[config.mk]
export PLATFORM = sky130hd
export DESIGN_NAME = memory_arbiter
export DESIGN_NICKNAME = d
export VERILOG_FILES = /design/src/rtl/memory_arbiter.sv
export SDC_FILE = /design/constraint.sdc
export NUM_CORES = 1
export LEC_CHECK = 0
export CORE_MARGIN = 4
export CORE_UTILIZATION = 35
export CTS_CLUSTER_SIZE = 20
export DETAILED_ROUTE_END_ITERATION = 8
export HOLD_SLACK_MARGIN = 0.1
export PLACE_DENSITY = 0.92
export SYNTH_ARGS = -nofsm -noshare
export SYNTH_HDL_FRONTEND = slang
export SYNTH_SLANG_ARGS = --single-unit
export TNS_END_PERCENT = 100
[constraint.sdc]
create_clock -name CLK -period 1.8 [get_ports CLK]
set_input_delay 0.27 -clock CLK [delete_from_list [all_inputs] [get_ports CLK]]
set_output_delay 0.27 -clock CLK [all_outputs]
set_load 0.1 [all_outputs]
[src/rtl/memory_arbiter.sv]
// Two-requester RAM-port arbiter: data has priority, and a streak limiter makes sure fetch is not starved.
// Define ARB_STATS_EN to add the icount/dcount/istall statistics counters.
module memory_arbiter #(
    parameter int MAX_DSTREAK = 4,
    parameter int WORD_W      = 32
) (
    input  logic              CLK,
    input  logic              RST,
    input  logic              iREN,
    input  logic [WORD_W-1:0] iaddr,
    output logic [WORD_W-1:0] iload,
    output logic              iwait,
    input  logic              dREN,
    input  logic              dWEN,
    input  logic [WORD_W-1:0] daddr,
    input  logic [WORD_W-1:0] dstore,
    output logic [WORD_W-1:0] dload,
    output logic              dwait,
    output logic              ramREN,
    output logic              ramWEN,
    output logic [WORD_W-1:0] ramaddr,
    output logic [WORD_W-1:0] ramstore,
    input  logic [WORD_W-1:0] ramload,
`ifdef ARB_STATS_EN
    input  logic [1:0]        ramstate,
    output logic [31:0]       icount,
    output logic [31:0]       dcount,
    output logic [31:0]       istall
`else
    input  logic [1:0]        ramstate
`endif
);

    localparam int SW = $clog2(MAX_DSTREAK + 1);
    localparam logic [SW-1:0] STREAK_MAX = SW'(MAX_DSTREAK);
    localparam logic [1:0] RS_ACCESS = 2'd2;
    localparam logic [1:0] RS_ERROR  = 2'd3;

    typedef enum logic [1:0] {IDLE, IGNT, DGNT, RETRY} state_t;

    state_t            state_q;
    logic              en_q;
    logic              op_ren_q;
    logic              op_wen_q;
    logic              ret_data_q;
    logic [WORD_W-1:0] addr_q;
    logic [WORD_W-1:0] store_q;
    logic [SW-1:0]     dstreak_q;

    logic i_done;
    logic d_done;
    logic d_req;
    logic streak_full;

    always_comb begin
        i_done      = (state_q == IGNT) && (ramstate == RS_ACCESS);
        d_done      = (state_q == DGNT) && (ramstate == RS_ACCESS);
        d_req       = dREN | dWEN;
        streak_full = (dstreak_q == STREAK_MAX);
    end

    assign iwait    = ~i_done;
    assign dwait    = ~d_done;
    assign iload    = i_done ? ramload : '0;
    assign dload    = d_done ? ramload : '0;
    assign ramREN   = en_q & op_ren_q;
    assign ramWEN   = en_q & op_wen_q;
    assign ramaddr  = addr_q;
    assign ramstore = store_q;

    // The operation and address are latched at grant time, so a requester that
    // drops its request mid-grant cannot disturb the access in flight.
    always_ff @(posedge CLK) begin
        if (RST) begin
            state_q    <= IDLE;
            en_q       <= 1'b0;
            op_ren_q   <= 1'b0;
            op_wen_q   <= 1'b0;
            ret_data_q <= 1'b0;
            addr_q     <= '0;
            store_q    <= '0;
            dstreak_q  <= '0;
        end else begin
            case (state_q)
                IDLE: begin
                    if (!iREN)
                        dstreak_q <= '0;
                    if (d_req && !(iREN && streak_full)) begin
                        state_q    <= DGNT;
                        en_q       <= 1'b1;
                        op_ren_q   <= dREN & ~dWEN;
                        op_wen_q   <= dWEN;
                        ret_data_q <= 1'b1;
                        addr_q     <= daddr;
                        store_q    <= dstore;
                    end else if (iREN) begin
                        state_q    <= IGNT;
                        en_q       <= 1'b1;
                        op_ren_q   <= 1'b1;
                        op_wen_q   <= 1'b0;
                        ret_data_q <= 1'b0;
                        addr_q     <= iaddr;
                    end
                end
                IGNT, DGNT: begin
                    if (ramstate == RS_ACCESS) begin
                        state_q <= IDLE;
                        en_q    <= 1'b0;
                        if (state_q == IGNT)
                            dstreak_q <= '0;
                        else if (iREN && !streak_full)
                            dstreak_q <= dstreak_q + SW'(1);
                    end else if (ramstate == RS_ERROR) begin
                        state_q <= RETRY;
                        en_q    <= 1'b0;
                    end
                end
                RETRY: begin
                    state_q <= ret_data_q ? DGNT : IGNT;
                    en_q    <= 1'b1;
                end
                default: begin
                    state_q <= IDLE;
                    en_q    <= 1'b0;
                end
            endcase
        end
    end

`ifdef ARB_STATS_EN
    logic [31:0] icount_q;
    logic [31:0] dcount_q;
    logic [31:0] istall_q;

    always_ff @(posedge CLK) begin
        if (RST) begin
            icount_q <= '0;
            dcount_q <= '0;
            istall_q <= '0;
        end else begin
            if (i_done)
                icount_q <= icount_q + 32'd1;
            if (d_done)
                dcount_q <= dcount_q + 32'd1;
            if (iREN && iwait)
                istall_q <= istall_q + 32'd1;
        end
    end

    assign icount = icount_q;
    assign dcount = dcount_q;
    assign istall = istall_q;
`endif

endmodule

==> summary.md <==
| Metric | Value |
|---|---|
| Status | `complete, but fails checks` |
| Failing checks | `setup timing` |
| Clk root buf | `clkbuf_8` |
| Crit-path max cell delay | `~0.26 ns` |
| Synth area leaders | `dfxtp_1, and3_1, nand2_1` |
| Post-route ant nets | `0` |
| Core area | `10400 sq um` |
| Htree depth | `3` |
| Clk slew on worst S/H paths | `0.08 ns` |
| CTS buffer count | `9` |
| Global Route Usage Sum | `26.1%` |
| Min Hold Slack | `0.316 ns` |
| Commonest cells in the netlist | `nand2_1, dfxtp_1, a21oi_1` |
| Min-delay worst type | `primary input to flop` |
| VDD IR-drop max | `1180 uV` |
| CP arrival | `between 1.5 and 2 ns` |
| RSZ-0062 raised after global routing | `true` |
| DR vias/cell | `roughly 5.3` |
| Share of the synthesized area in the top cell type | `about 39%` |
| Hold endpoint | `ret_data_q$_SDFFE_PP0P_` |
| Slew @ Worst Pin | `0.394 ns` |
| Boundary Pins | `267` |
| DR iter-0 viols | `351` |
| Total die area | `around 12000 sq um` |
| Mapped Nets | `between 600 and 700` |
| Fillcell total | `642` |
| Fin. Hold Viols | `0` |
| Sequential share of the synthesized area | `~39%` |
| P&R area growth vs syn | `112%` |
| Worst R2R Setup Slack | `0.02 ns` |
| Die W | `112 um` |
| Clk_skew | `0.00672 ns` |
| Reg2reg start | `state_q[1]$_SDFFE_PP0P_` |
| Synthesized cell area | `3770 sq um` |
| Synth Flop Type | `dfxtp_1` |
| DR vias | `4626` |
| Crit path max-delay cell type | `clkdlybuf4s15_1` |
| Post-synth EDFFs | `0` |
| Largest area contributor in the netlist | `dfxtp_1` |
| Crit end category | `primary output` |
| Crit path required time | `1.53 ns` |
| Dpl ws | `-0.154 ns` |
| Diodes inserted | `0` |
| Slew headroom | `73.7%` |
| Critical path type | `primary input to primary output` |
| Layout cells sized above 1 | `39.7%` |
| Min Tclk post-route | `~1.8 ns` |
| Crit-path cells | `clkdlybuf4s15_1 > nor2b_4 > buf_4 > buf_6 > buf_16 > and3_2 > buf_12` |
| Detailed Route WL | `between 15000 and 20000 um` |
| Leak Pwr | `3.28 nW` |
| Async SR Flop Fraction | `0%` |
| Final core occ | `76.5%` |
| Placer Congestion | `about 0.88` |
| Num Clock Sinks | `73` |
| Starting density of the core | `about 36%` |
| Worst R2R Path Depth | `6` |
| Port bufs | `266` |
| Crit Reg-Reg Endpoint | `state_q[0]$_SDFFE_PP0P_` |
| Max Cap Violations | `0` |
| Post-DP HPWL | `11600 um` |
| Setup Viol. Count Final | `29` |
| Hold Crit Start | `RST` |
| Crit-path max FO | `13` |
| Clk buf depth | `2` |
| Library cells used by synthesis | `42` |
| Largest net degree at the start of global routing | `36` |
| Vias in the first global route | `4709` |
| WL per Instance | `~20 um` |
| Placement Rows | `37` |
| Initial antenna violation count | `0` |
| P per Cell Area | `roughly 1500 nW/um^2` |
| Residual DRC | `0` |
| Crit path launch type | `primary input` |
| Drt first pass iters | `4` |
| GR Overflow Total | `0` |
| Clock Latency Late Sink | `0.33 ns` |
| Period utilization | `102%` |
| Most frequent cell after synthesis | `nand2_1` |
| Yosys reg bits | `73` |
| CTS tree | `built` |
| F_max | `about 540 MHz` |
| Final nets | `876` |
| Final WS setup | `-0.0364 ns` |
| Warnings, synthesis | `0` |
| First-pass GRT wire length | `26300 um` |
| Die Span Y | `between 100 and 150 um` |
| Hold Path Stages | `2` |
| Cells after Synth | `468` |
| Post-Syn Area per Cell | `8.05 sq um` |
| CTS Hold Buffers Added | `0` |
| Pins Over Slew Limit | `0` |
registers in the layout (all words and copies together), names as in the netlist:
signal / cells
ramaddr: 32
op_wen_q: 1
op_ren_q: 1
dstreak_q: 3
en_q: 1
ret_data_q: 1
state_q: 2
ramstore: 32
cell usage in the layout (no fill, tap or decap), drive strengths merged:
master	netlist	routed
a211oi	33	33
a21boi	1	1
a21oi	66	66
a221oi	1	1
a22oi	1	1
a311oi	2	2
a31oi	1	1
a32oi	1	1
and2	4	4
and3	65	65
buf	26	166
bufbuf	0	1
bufinv	0	2
clkbuf	19	10
clkdlybuf4s15	0	2
clkdlybuf4s50	0	131
clkinvlp	0	2
dfxtp	73	73
ha	6	6
inv	6	9
nand2	106	106
nand2b	3	3
nand3	2	2
nand3b	1	1
nand4	1	1
nand4b	1	1
nor2	37	37
nor2b	1	1
o21a	2	2
o21ai	3	3
o22ai	1	1
o32ai	1	1
o41ai	1	1
or2	2	2
or4b	1	1
layout make-up:
type | count | area, sq um | area share [%]
sequential | 73 | 1470 | 18.4
tap | 136 | 170 | 2.14
timing repair buffer | 301 | 3740 | 47.0
clock inverter | 7 | 101 | 1.27
inverter | 6 | 27.5 | 0.346
clock buffer | 9 | 124 | 1.55
multi-input combinational | 344 | 2330 | 29.2
what timing repair did:
item,in CTS,in global routing
pin swaps,2,2
setup buffers,7,3
gates resized for setup,75,14
cloned,5,1
setup endpoints to repair,65,63
worst max-delay path by stage:
stage / start / to / depth (start not counted)
3_3_place_gp: state_q[0]$_SDFFE_PP0P_ / dload[16] / 4
3_5_place_dp: state_q[0]$_SDFFE_PP0P_ / dload[4] / 4
2_1_floorplan: ramstate[1] / dload[31] / 3
4_1_cts: state_q[1]$_SDFFE_PP0P_ / iload[21] / 5
5_1_grt: ramstate[0] / iload[20] / 7
6_report: ramstate[0] / iload[20] / 7
report_power, final:
part	switching (W)	internal [W]	leakage [nW]
logic	0.00578	0.00248	2.57
clock network	0.000659	0.000795	0.107
registers	0.000299	0.00208	0.605
total	0.00674	0.00536	3.28
per-layer routing:
layer / up-vias / routed length [um] / track usage, %
met5: - / 0 / 0
met1: 2221 / 6570 / 28.7
met3: 56 / 1080 / 6.36
li1: 2147 / - / -
met2: 202 / 9470 / 48.0
met4: 0 / 747 / 10.2
cells by family (layout without fill, tap and decap cells):
| kind of cell | Yosys count | in the layout | synth area share, % |
|---|---|---|---|
| buffers and inverters | 51 | 323 | 7.94 |
| adders and majority gates | 6 | 6 | 1.99 |
| DFF | 73 | 73 | 38.8 |
| AOI/OAI and AO/OA | 114 | 114 | 23.0 |
| and+or+nand+nor | 224 | 224 | 28.3 |
per-stage QoR:
step	instance area (sq um)	total power, W	TNS, ns	std cells
final	7970	0.0121	-0.282	876
after floorplan	3840	0.00804	0	468
after global routing	7970	0.0126	-1.45	876
after CTS	7860	0.0119	0	872
after global placement	7170	0.00983	-3.52	844
after detailed placement	7170	0.0100	-11.13	844
worst max-delay path, delay by kind of cell:
| family | cells | cell delay (ns) |
|---|---|---|
| and+or+nand+nor | 2 | 0.45 |
| buffers and inverters | 5 | 0.83 |
Power figures use the tool's default switching activity.
